===== src/rtl/adder_tree_acc.sv =====
// Pipelined signed reduction tree followed by a group accumulator.
// Define ADDER_TREE_ACC_SATURATE_EN to clamp the output to the signed FEATURE_WIDTH range.
module adder_tree_acc #(
  parameter int unsigned FEATURE_WIDTH = 16,
  parameter int unsigned NUM_IN        = 25,
  parameter int unsigned ACC_DEPTH     = 4,
  localparam int unsigned OUT_WIDTH    = FEATURE_WIDTH + $clog2(NUM_IN) + $clog2(ACC_DEPTH),
  localparam int unsigned CNT_WIDTH    = $clog2(ACC_DEPTH + 1)
) (
  input  logic                            clk,
  input  logic                            rst,
  input  logic                            in_valid,
  input  logic [NUM_IN*FEATURE_WIDTH-1:0] in_data,
  input  logic                            acc_clear,
  output logic                            out_valid,
  output logic [OUT_WIDTH-1:0]            out_data,
  output logic [CNT_WIDTH-1:0]            acc_count
);

  localparam int unsigned S    = $clog2(NUM_IN);
  localparam int unsigned HALF = (NUM_IN + 1) / 2;

  localparam logic signed [OUT_WIDTH-1:0] SAT_MAX =
    {{(OUT_WIDTH-FEATURE_WIDTH+1){1'b0}}, {(FEATURE_WIDTH-1){1'b1}}};
  localparam logic signed [OUT_WIDTH-1:0] SAT_MIN = ~SAT_MAX;

  // Number of live operands entering tree level k.
  function automatic int unsigned stage_cnt(input int unsigned k);
    int unsigned n;
    n = NUM_IN;
    for (int unsigned i = 0; i < k; i++) n = (n + 1) / 2;
    return n;
  endfunction

  logic signed [OUT_WIDTH-1:0] r_tree [1:S][HALF];
  logic signed [OUT_WIDTH-1:0] w_lvl  [0:S][NUM_IN+1];
  logic [S:1]                  r_vld;

  logic signed [OUT_WIDTH-1:0] r_acc;
  logic [CNT_WIDTH-1:0]        r_cnt;
  logic                        r_out_valid;
  logic signed [OUT_WIDTH-1:0] r_out_data;

  logic signed [OUT_WIDTH-1:0] w_tree_sum;
  logic                        w_tree_vld;
  logic signed [OUT_WIDTH-1:0] w_acc_base;
  logic [CNT_WIDTH-1:0]        w_cnt_base;
  logic signed [OUT_WIDTH-1:0] w_acc_sum;
  logic signed [OUT_WIDTH-1:0] w_final;
  logic                        w_last;

  // Level 0 holds sign-extended inputs; higher levels mirror the stage registers, zero padded.
  always_comb begin
    w_lvl = '{default: '0};
    for (int unsigned i = 0; i < NUM_IN; i++) begin
      w_lvl[0][i] = {{(OUT_WIDTH-FEATURE_WIDTH){in_data[i*FEATURE_WIDTH+FEATURE_WIDTH-1]}},
                     in_data[i*FEATURE_WIDTH +: FEATURE_WIDTH]};
    end
    for (int unsigned k = 1; k <= S; k++) begin
      for (int unsigned j = 0; j < HALF; j++) begin
        w_lvl[k][j] = r_tree[k][j];
      end
    end
  end

  // Tree data stages load every cycle; an odd leftover is passed through unchanged.
  always_ff @(posedge clk) begin
    for (int unsigned k = 1; k <= S; k++) begin
      for (int unsigned j = 0; j < HALF; j++) begin
        if (2*j + 1 < stage_cnt(k - 1)) begin
          r_tree[k][j] <= w_lvl[k-1][2*j] + w_lvl[k-1][2*j+1];
        end else if (2*j < stage_cnt(k - 1)) begin
          r_tree[k][j] <= w_lvl[k-1][2*j];
        end else begin
          r_tree[k][j] <= '0;
        end
      end
    end
  end

  always_ff @(posedge clk) begin
    if (rst) begin
      r_vld <= '0;
    end else begin
      r_vld[1] <= in_valid;
      for (int unsigned k = 2; k <= S; k++) r_vld[k] <= r_vld[k-1];
    end
  end

  // A clear coinciding with a tree result makes that result the first of a new group.
  always_comb begin
    w_tree_sum = w_lvl[S][0];
    w_tree_vld = r_vld[S];
    w_acc_base = acc_clear ? '0 : r_acc;
    w_cnt_base = acc_clear ? '0 : r_cnt;
    w_acc_sum  = w_acc_base + w_tree_sum;
    w_last     = (w_cnt_base == CNT_WIDTH'(ACC_DEPTH - 1));
`ifdef ADDER_TREE_ACC_SATURATE_EN
    if (w_acc_sum > SAT_MAX) begin
      w_final = SAT_MAX;
    end else if (w_acc_sum < SAT_MIN) begin
      w_final = SAT_MIN;
    end else begin
      w_final = w_acc_sum;
    end
`else
    w_final = w_acc_sum;
`endif
  end

  always_ff @(posedge clk) begin
    if (rst) begin
      r_acc       <= '0;
      r_cnt       <= '0;
      r_out_valid <= 1'b0;
      r_out_data  <= '0;
    end else begin
      r_out_valid <= 1'b0;
      if (w_tree_vld) begin
        if (w_last) begin
          r_out_data  <= w_final;
          r_out_valid <= 1'b1;
          r_acc       <= '0;
          r_cnt       <= '0;
        end else begin
          r_acc <= w_acc_sum;
          r_cnt <= w_cnt_base + CNT_WIDTH'(1);
        end
      end else if (acc_clear) begin
        r_acc <= '0;
        r_cnt <= '0;
      end
    end
  end

  assign out_valid = r_out_valid;
  assign out_data  = r_out_data;
  assign acc_count = r_cnt;

endmodule


===== config.mk =====
export PLATFORM = sky130hd
export DESIGN_NAME = adder_tree_acc
export DESIGN_NICKNAME = d
export VERILOG_FILES = /design/src/rtl/adder_tree_acc.sv
export SDC_FILE = /design/constraint.sdc
export NUM_CORES = 1
export LEC_CHECK = 0
export CORE_ASPECT_RATIO = 1.1
export CORE_MARGIN = 3
export CORE_UTILIZATION = 56
export CTS_BUF_LIST = sky130_fd_sc_hd__clkbuf_16
export DETAILED_ROUTE_END_ITERATION = 6
export PLACE_DENSITY_LB_ADDON = 0.3
export SLEW_MARGIN = 20
export SYNTH_ARGS = -nofsm -noshare
export SYNTH_HDL_FRONTEND = slang
export SYNTH_SLANG_ARGS = --single-unit
export TNS_END_PERCENT = 100

===== constraint.sdc =====
create_clock -name clk -period 4.1 [get_ports clk]
set_clock_uncertainty 0.05 [all_clocks]
set_input_delay 1.23 -clock clk [delete_from_list [all_inputs] [get_ports clk]]
set_output_delay 1.23 -clock clk [all_outputs]
set_load 0.02 [all_outputs]

==> run_results.csv, run 1 <==
group,metric,value,unit
power_and_ir_drop,peakVddDrop,417,uV
yosys,syn_area_per_cell,9.47,um2
place,place_congestion,0.887,
route,via_count,27085,
floorplan,die_w,237,um
worst_setup_path,r2r-start,"r_tree[0][368]$_DFF_P_",
clock_network,clkTransAtPathRegs,0.06,ns
power_and_ir_drop,power_density,718,mW/mm2
worst_setup_path,crit_cells,12,
place,place_hpwl,63300,um
yosys,synth_edf_count,0,
yosys,syn-num-nets,4350,
grt,grt_first_pass_wirelength,124000,um
clock_network,clock_sinks,583,
floorplan,boundaryPins,431,
grt,grt_pass1_vias,26163,
yosys,yosys_warnings,0,
yosys,ys_async_sr_fraction,0,
sta,slew_violations,0,
floorplan,start_util,0.570,
sta,fmax,271,MHz
worst_setup_path,reg2reg_depth,9,
sta,grt_setup_unrepaired,"false",
min_path,hold_end,"r_tree[0][741]$_DFF_P_",
sta,post-route-min-period,3.69,ns
route,first_pass_iters,5,
cells_and_area,regArea,0.0117,mm2
route,wl,78300,um
yosys,syn_area,0.0329,mm2
sta,fin_ws,0.412,ns
status,status,"finished, final reports clean",
grt,grt_overflow,0,
grt,antenna_found_initial,4,
worst_setup_path,cp_max_fo,4,
clock_network,cts_buffers,57,
clock_network,cts-resized-gates,0,
min_path,holdPathStages,0,
worst_setup_path,cp-end-kind,"flop",
yosys,synth-seq-area-share,0.355,
cells_and_area,fillers,4516,
power_and_ir_drop,power_leakage,17.5,nW
sta,tightest_slew,0.815,ns
cells_and_area,drive_gt1_frac,0.0421,
clock_network,postCtsHoldBufs,0,
yosys,synth-seq-cells,583,
clock_network,htree_levels,2,
cells_and_area,area_growth,22.3,%
clock_network,cts_tree,"yes",
sta,timing_hold_violations_final,0,
route,wire_per_inst,16.4,um
cells_and_area,multiInputGateArea,0.0207,mm2
cells_and_area,fin_cells,4775,
worst_setup_path,timing.reg2reg.setup_slack,1.03,ns
worst_setup_path,critPathTopFamily,"compound AO/OA/AOI/OAI gates",
clock_network,cts-root-buf,"clkbuf_16",
route,drc_errors,0,
worst_setup_path,critPathMaxStageDelay,0.49,ns
worst_setup_path,crit_arrival,4.11,ns
sta,relSlewSlack,0.442,
floorplan,num_rows,92,
sta,period_share,0.900,
min_path,hp-start,"r_tree[0][304]$_DFF_P_",
clock_network,clockBufferDepth,3,
grt,grt_usage,0.241,
worst_setup_path,critPathKind,"primary input to flop",
route,drtIter0Drc,1281,
place,dp.cells,4667,
cells_and_area,utilization,0.697,
clock_network,clk_latency,0.61,ns
run,drv_cap,0,
yosys,synth_cells,3472,
worst_setup_path,crit_buf_inv,2,
yosys,synth_cell_types,90,
floorplan,core_region_area,0.0577,mm2
worst_setup_path,critPathRequiredTime,4.53,ns
sta,setup_tns,0,ns
place,io_buffer_count,430,
grt,grt_max_degree,41,
min_path,hold_class,"flop to flop",
clock_network,postCtsSetupBuffers,0,
sta,setup_viol,0,
place,dp_slack,-0.173,ns
route,ant_nets,0,
route,via_per_inst,5.67,
worst_setup_path,cpMaxStageDelayCell,"clkdlybuf4s50_1",
worst_setup_path,startpoint_type,"primary input",
yosys,synthFlopType,"dfxtp_1",
cells_and_area,finalNetCount,4852,
worst_setup_path,crit_chain,"clkdlybuf4s50_1 -> nor2b_1 -> ha_1 -> inv_1 -> fa_1 -> nand2b_1 -> a21oi_2 -> o21ai_1 -> a211o_1 -> a31oi_1 -> nor2_1 -> a2111oi_0",
floorplan,dieArea,0.0616,mm2
floorplan,die_h,260,um
worst_setup_path,worstReg2RegEnd,"r_tree[0][800]$_DFF_P_",
power by group:
| part | internal (mW) | total (mW) | switching, mW |
|---|---|---|---|
| clock | 2.98 | 5.16 | 2.18 |
| sequential | 7.78 | 8.74 | 0.957 |
| combinational | 6.78 | 15.0 | 8.18 |
| total | 17.5 | 28.9 | 11.3 |
per-stage QoR:
| stage | power [mW] | area (um2) | hold slack (ns) |
|---|---|---|---|
| after floorplan | 19.8 | 32900 | 0.260 |
| after global placement | 23.4 | 38300 | 0.260 |
| after detailed placement | 23.6 | 38300 | 0.262 |
| after CTS | 28.9 | 40200 | 0.268 |
| after global routing | 31.1 | 40200 | 0.278 |
| final | 28.9 | 40200 | 0.265 |
layout make-up:
class | count | area share
diodes | 4 | 0.000249
clock buffers | 59 | 0.0367
clock inverters | 45 | 0.00953
inverters | 102 | 0.00953
multi-input cells | 2757 | 0.515
flip-flops and latches | 583 | 0.290
well taps | 752 | 0.0234
repair buffers | 473 | 0.115
synthesized netlist by cell type, types with 20 or more instances:
master	number	area [um2]
dfxtp_1	583	11700
ha_1	449	5620
a21oi_1	330	1650
xnor2_1	255	2230
nor2_1	205	769
o21ai_0	159	796
nand2_1	153	574
a21o_1	143	1070
inv_1	102	383
xor2_1	95	832
nand3_1	80	400
nor2b_1	80	500
nor3_1	77	385
o21a_1	63	473
nand2b_1	59	369
o21bai_1	54	405
a211oi_1	50	375
and3_1	40	250
a31oi_1	37	231
clkbuf_1	27	101
fa_1	25	500
nand4_1	24	150
or3_1	24	150
o21ai_1	23	115
o211ai_1	22	165
o31ai_1	21	158
nor4_1	20	125
cells in the final DEF (no fill, tap or decap), types with 17 or more instances in the layout:
| cell type | Yosys | routed |
|---|---|---|
| a2111oi_0 | 17 | 17 |
| a211o_1 | 19 | 19 |
| a211oi_1 | 50 | 50 |
| a21o_1 | 143 | 143 |
| a21oi_1 | 330 | 330 |
| a31oi_1 | 37 | 37 |
| and3_1 | 40 | 40 |
| buf_4 | 0 | 43 |
| clkbuf_16 | 0 | 59 |
| clkdlybuf4s50_1 | 0 | 430 |
| dfxtp_1 | 583 | 583 |
| fa_1 | 25 | 25 |
| ha_1 | 449 | 449 |
| inv_1 | 102 | 115 |
| nand2_1 | 153 | 153 |
| nand2b_1 | 59 | 59 |
| nand3_1 | 80 | 80 |
| nand4_1 | 24 | 24 |
| nor2_1 | 205 | 204 |
| nor2b_1 | 80 | 80 |
| nor3_1 | 77 | 77 |
| nor4_1 | 20 | 20 |
| o211ai_1 | 22 | 22 |
| o21a_1 | 63 | 63 |
| o21ai_0 | 159 | 159 |
| o21ai_1 | 23 | 23 |
| o21bai_1 | 54 | 54 |
| o31ai_1 | 21 | 21 |
| or3_1 | 24 | 24 |
| xnor2_1 | 255 | 255 |
| xor2_1 | 95 | 95 |
per-layer routing:
| layer | global-route usage | wire [um] | vias up |
|---|---|---|---|
| met5 | 0 | 0 | - |
| met4 | 0.0744 | 2270 | 0 |
| met3 | 0.0321 | 3040 | 132 |
| met2 | 0.445 | 39600 | 529 |
| met1 | 0.290 | 33400 | 12577 |
| li1 | - | - | 13847 |
worst max-delay path by stage:
stage	start	endpoint	slack (ns)
6_report	acc_clear	out_data[22]$_SDFFE_PP0P_	0.41
5_1_grt	acc_clear	out_data[22]$_SDFFE_PP0P_	0.18
4_1_cts	acc_clear	out_data[22]$_SDFFE_PP0P_	0.46
3_5_place_dp	acc_clear	out_data[22]$_SDFFE_PP0P_	-0.17
3_3_place_gp	acc_clear	out_data[18]$_SDFFE_PP0P_	-0.07
2_1_floorplan	acc_clear	out_data[18]$_SDFFE_PP0P_	0.39
worst register-to-register path: stages (launching register included):
cell       delay [ns]
dfxtp_1          0.31
ha_1             0.22
fa_1             0.41
a21o_1           0.17
a21oi_1          0.27
nor2_1           0.07
o31ai_1          0.43
a31oi_1          0.24
a2111oi_0        0.65
or3_1            0.20
cells by family (layout without fill, tap and decap cells):
logic type / count (synthesis) / after routing / synth area share
XOR/XNOR: 350 / 350 / 0.0933
AND/OR/NAND/NOR: 824 / 824 / 0.127
multiplexers: 7 / 7 / 0.00217
buffers and inverters: 132 / 679 / 0.0153
adder cells (fa/ha/maj): 474 / 474 / 0.186
flip-flops: 583 / 583 / 0.355
AO/OA/AOI/OAI: 1102 / 1102 / 0.221
other: 0 / 4 / 0
flip-flops by register name (all words and copies together) (netlist names):
name       count
r_vld          5
acc_count      3
out_data      23
out_valid      1
r_tree       528
r_acc         23
Power figures use the tool's default switching activity.
==> run 2: changes to the inputs <==
Settings changed: SKIP_CTS_REPAIR_TIMING from default to 1.
==> results of run 2 <==
Final layout, timing and power as in run 1 (identical DEF).
==> run 3: changes to the inputs <==
Settings changed: ABC_AREA from default to 1, CORE_UTILIZATION 56 to 57.
==> run 3 against run 2 <==
  * Sequential share of layout area is 1.4 points lower
  * Register-to-register slack better by 0.63 ns
  * Final area is 4.9% higher
  * Clock-buffer cell count stayed put
==> run_results.csv, run 3 <==
group,metric,value,unit
floorplan,start_util,0.580,
route,wl,89400,um
route,wire_per_inst,15.1,um
sta,period_share,0.799,
route,via_per_inst,5.30,
worst_setup_path,crit_arrival,3.74,ns
route,drc_errors,0,
cells_and_area,finalNetCount,5930,
grt,grtUsageMet1,0.336,
worst_setup_path,critPathKind,"primary input to flop",
grt,antenna_found_initial,4,
yosys,synth_cells,4573,
sta,grt_setup_unrepaired,"false",
floorplan,dieArea,0.0643,mm2
worst_setup_path,critPathTopFamily,"simple AND/OR/NAND/NOR gates",
cells_and_area,drive_gt1_frac,0.0314,
grt,grt_use_met2,0.496,
worst_setup_path,timing.reg2reg.setup_slack,1.66,ns
yosys,synth_edf_count,0,
yosys,syn-num-nets,5451,
route,via_count,31364,
cells_and_area,layout_commonest_cell,"nand2_1",
floorplan,die_h,266,um
place,place_hpwl,73600,um
place,place_congestion,0.939,
yosys,yosysTopAreaCell,"dfxtp_1",
yosys,synth_common_cells,"nand2_1 (1127), dfxtp_1 (583), ha_1 (449)",
min_path,hold_class,"flop to flop",
grt,grt_overflow,0,
place,placed_cell_area,0.0402,mm2
clock_network,clockBufferDepth,3,
yosys,synthDominantCellAreaShare,0.334,
floorplan,core_region_area,0.0602,mm2
cells_and_area,utilization,0.700,
grt,grt_max_degree,31,
yosys,ys_async_sr_fraction,0,
sta,setup_tns,0,ns
grt,grt_pass1_vias,30248,
min_path,hp-start,"r_tree[0][303]$_DFF_P_",
yosys,yosysMostFrequentCell,"nand2_1",
cells_and_area,largest_reg_flops,528,
clock_network,cts_buffers,58,
floorplan,die_w,242,um
cells_and_area,regMostFlops,"r_tree",
power_and_ir_drop,peakVddDrop,462,uV
grt,grt_most_used_layer,"met2",
floorplan,num_rows,94,
worst_setup_path,cpMaxStageDelayCell,"clkdlybuf4s50_1",
worst_setup_path,crit_chain,"clkdlybuf4s50_1 -> buf_4 -> nor2_1 -> ha_1 -> nand2_2 -> nor2_2 -> nand3_1 -> nand3_2 -> nand2_1 -> nand2_1 -> nand2_1 -> nand2_1 -> nand2_1 -> nand2_1 -> inv_1",
sta,post-route-min-period,3.27,ns
worst_setup_path,critPathMaxStageDelay,0.64,ns
clock_network,htree_levels,2,
route,ant_nets,0,
grt,use_met3,0.0311,
yosys,synth-seq-area-share,0.334,
cells_and_area,fin_area,0.0422,mm2
worst_setup_path,crit_buf_inv,3,
run,drv_cap,0,
yosys,synth-seq-cells,583,
worst_setup_path,r2r-start,"r_vld[5]$_SDFF_PP0_",
worst_setup_path,cp_max_fo,16,
yosys,syn_area,0.0349,mm2
power_and_ir_drop,power_leakage,20.4,nW
power_and_ir_drop,power_density,716,mW/mm2
worst_setup_path,cp-end-kind,"flop",
worst_setup_path,cpMostUsedCell,"nand2_1",
worst_setup_path,critPathRequiredTime,4.57,ns
worst_setup_path,crit_start,"acc_clear",
yosys,synth.area.top_cells,"dfxtp_1 (33%), ha_1 (16%), nand2_1 (12%), xor2_1 (6.0%), a21oi_1 (5.8%)",
cells_and_area,fillers,5014,
sta,timing_hold_violations_final,0,
clock_network,clock_sinks,583,
sta,setup_viol,0,
grt,grt_usage,0.271,
sta,relSlewSlack,0.318,
yosys,yosys_warnings,0,
grt,grt_first_pass_wirelength,145000,um
yosys,synthFlopType,"dfxtp_1",
clock_network,cts_tree,"yes",
cells_and_area,layout_common_cells,"nand2_1 (1127), dfxtp_1 (583), ha_1 (449), clkdlybuf4s50_1 (429), inv_1 (418)",
yosys,synth_cell_types,42,
cells_and_area,area_growth,20.7,%
floorplan,boundaryPins,431,
route,drtIter0Drc,1809,
sta,fmax,305,MHz
status,status,"finished, final reports clean",
route,first_pass_iters,6,
sta,slew_violations,0,
clock_network,cts-root-buf,"clkbuf_16",
sta,tightest_slew,1.02,ns
clock_network,clk_latency,0.62,ns
yosys,syn_area_per_cell,7.64,um2
worst_setup_path,startpoint_type,"primary input",
clock_network,clkTransAtPathRegs,0.06,ns
place,io_buffer_count,430,
-- run 3: changes by cell type after synthesis, moves of 62 or more --
| cell | delta |
|---|---|
| a21o_1 | -111 |
| xor2_1 | +145 |
| nand3_1 | +162 |
| o21ai_0 | +62 |
| nor2_1 | +174 |
| nor2b_1 | -80 |
| xnor2_1 | -176 |
| nand2_1 | +974 |
| a21oi_1 | +77 |
| inv_1 | +313 |
-- run 3: kinds of logic (layout without fill, tap and decap cells) --
logic type                 count (synthesis)  count (layout)  synth area share
DFF                                      583             583             0.334
xor gates and xnor gates                 319             319            0.0800
other                                      0               2                 0
AOI/OAI and AO/OA                        848             848             0.139
buffers and inverters                    433             956            0.0471
and+or+nand+nor                         1916            1916             0.225
adders and majority gates                474             474             0.175
-- run 3: area by class of cell --
cell class | instances | area, um2 | share of cell area
Tap cell | 816 | 1020 | 0.0242
Inverter | 417 | 1570 | 0.0371
Clock inverter | 45 | 458 | 0.0109
Timing Repair Buffer | 435 | 4350 | 0.103
Clock buffer | 59 | 1480 | 0.0350
Multi-Input combinational cell | 3557 | 21600 | 0.513
Sequential cell | 583 | 11700 | 0.277
Antenna cell | 2 | 5.00 | 0.000119
-- run 3: worst reg2reg max path, cell delays in order, from the launching register on --
cell	delay, ns
dfxtp_1	0.34
clkinv_1	0.79
nor2_4	0.62
inv_2	0.20
o31ai_1	0.28
inv_1	0.06
-- run 3: final timing paths --
check / end / cells past startpoint
max reg2reg: out_data[10]$_SDFFE_PP0P_ / 5
min reg2reg: r_tree[0][740]$_DFF_P_ / 0
min: r_tree[0][740]$_DFF_P_ / 0
max: out_data[18]$_SDFFE_PP0P_ / 15
-- run 3: through the flow --
stage                     power [mW]  setup WS [ns]  hold WS, ns  std cells
after CTS                       30.3          0.876        0.264       5912
final                           30.2          0.825        0.267       5914
after floorplan                 20.3          0.976        0.260       4573
after detailed placement        24.7          0.219        0.262       5808
after global placement          24.5          0.247        0.260       5808
after global routing            32.8          0.632        0.277       5914
-- run 3: metal layers --
layer  wire (um)  up-vias
met4        2120        4
met1       38600    14231
met5          34        -
li1            -    16259
met2       44600      732
met3        3940      138
-- run 3: where the power goes --
part / switching [mW] / internal [mW]
combinational: 10.0 / 6.08
sequential: 0.954 / 7.78
clock: 2.31 / 3.08
total: 13.3 / 16.9
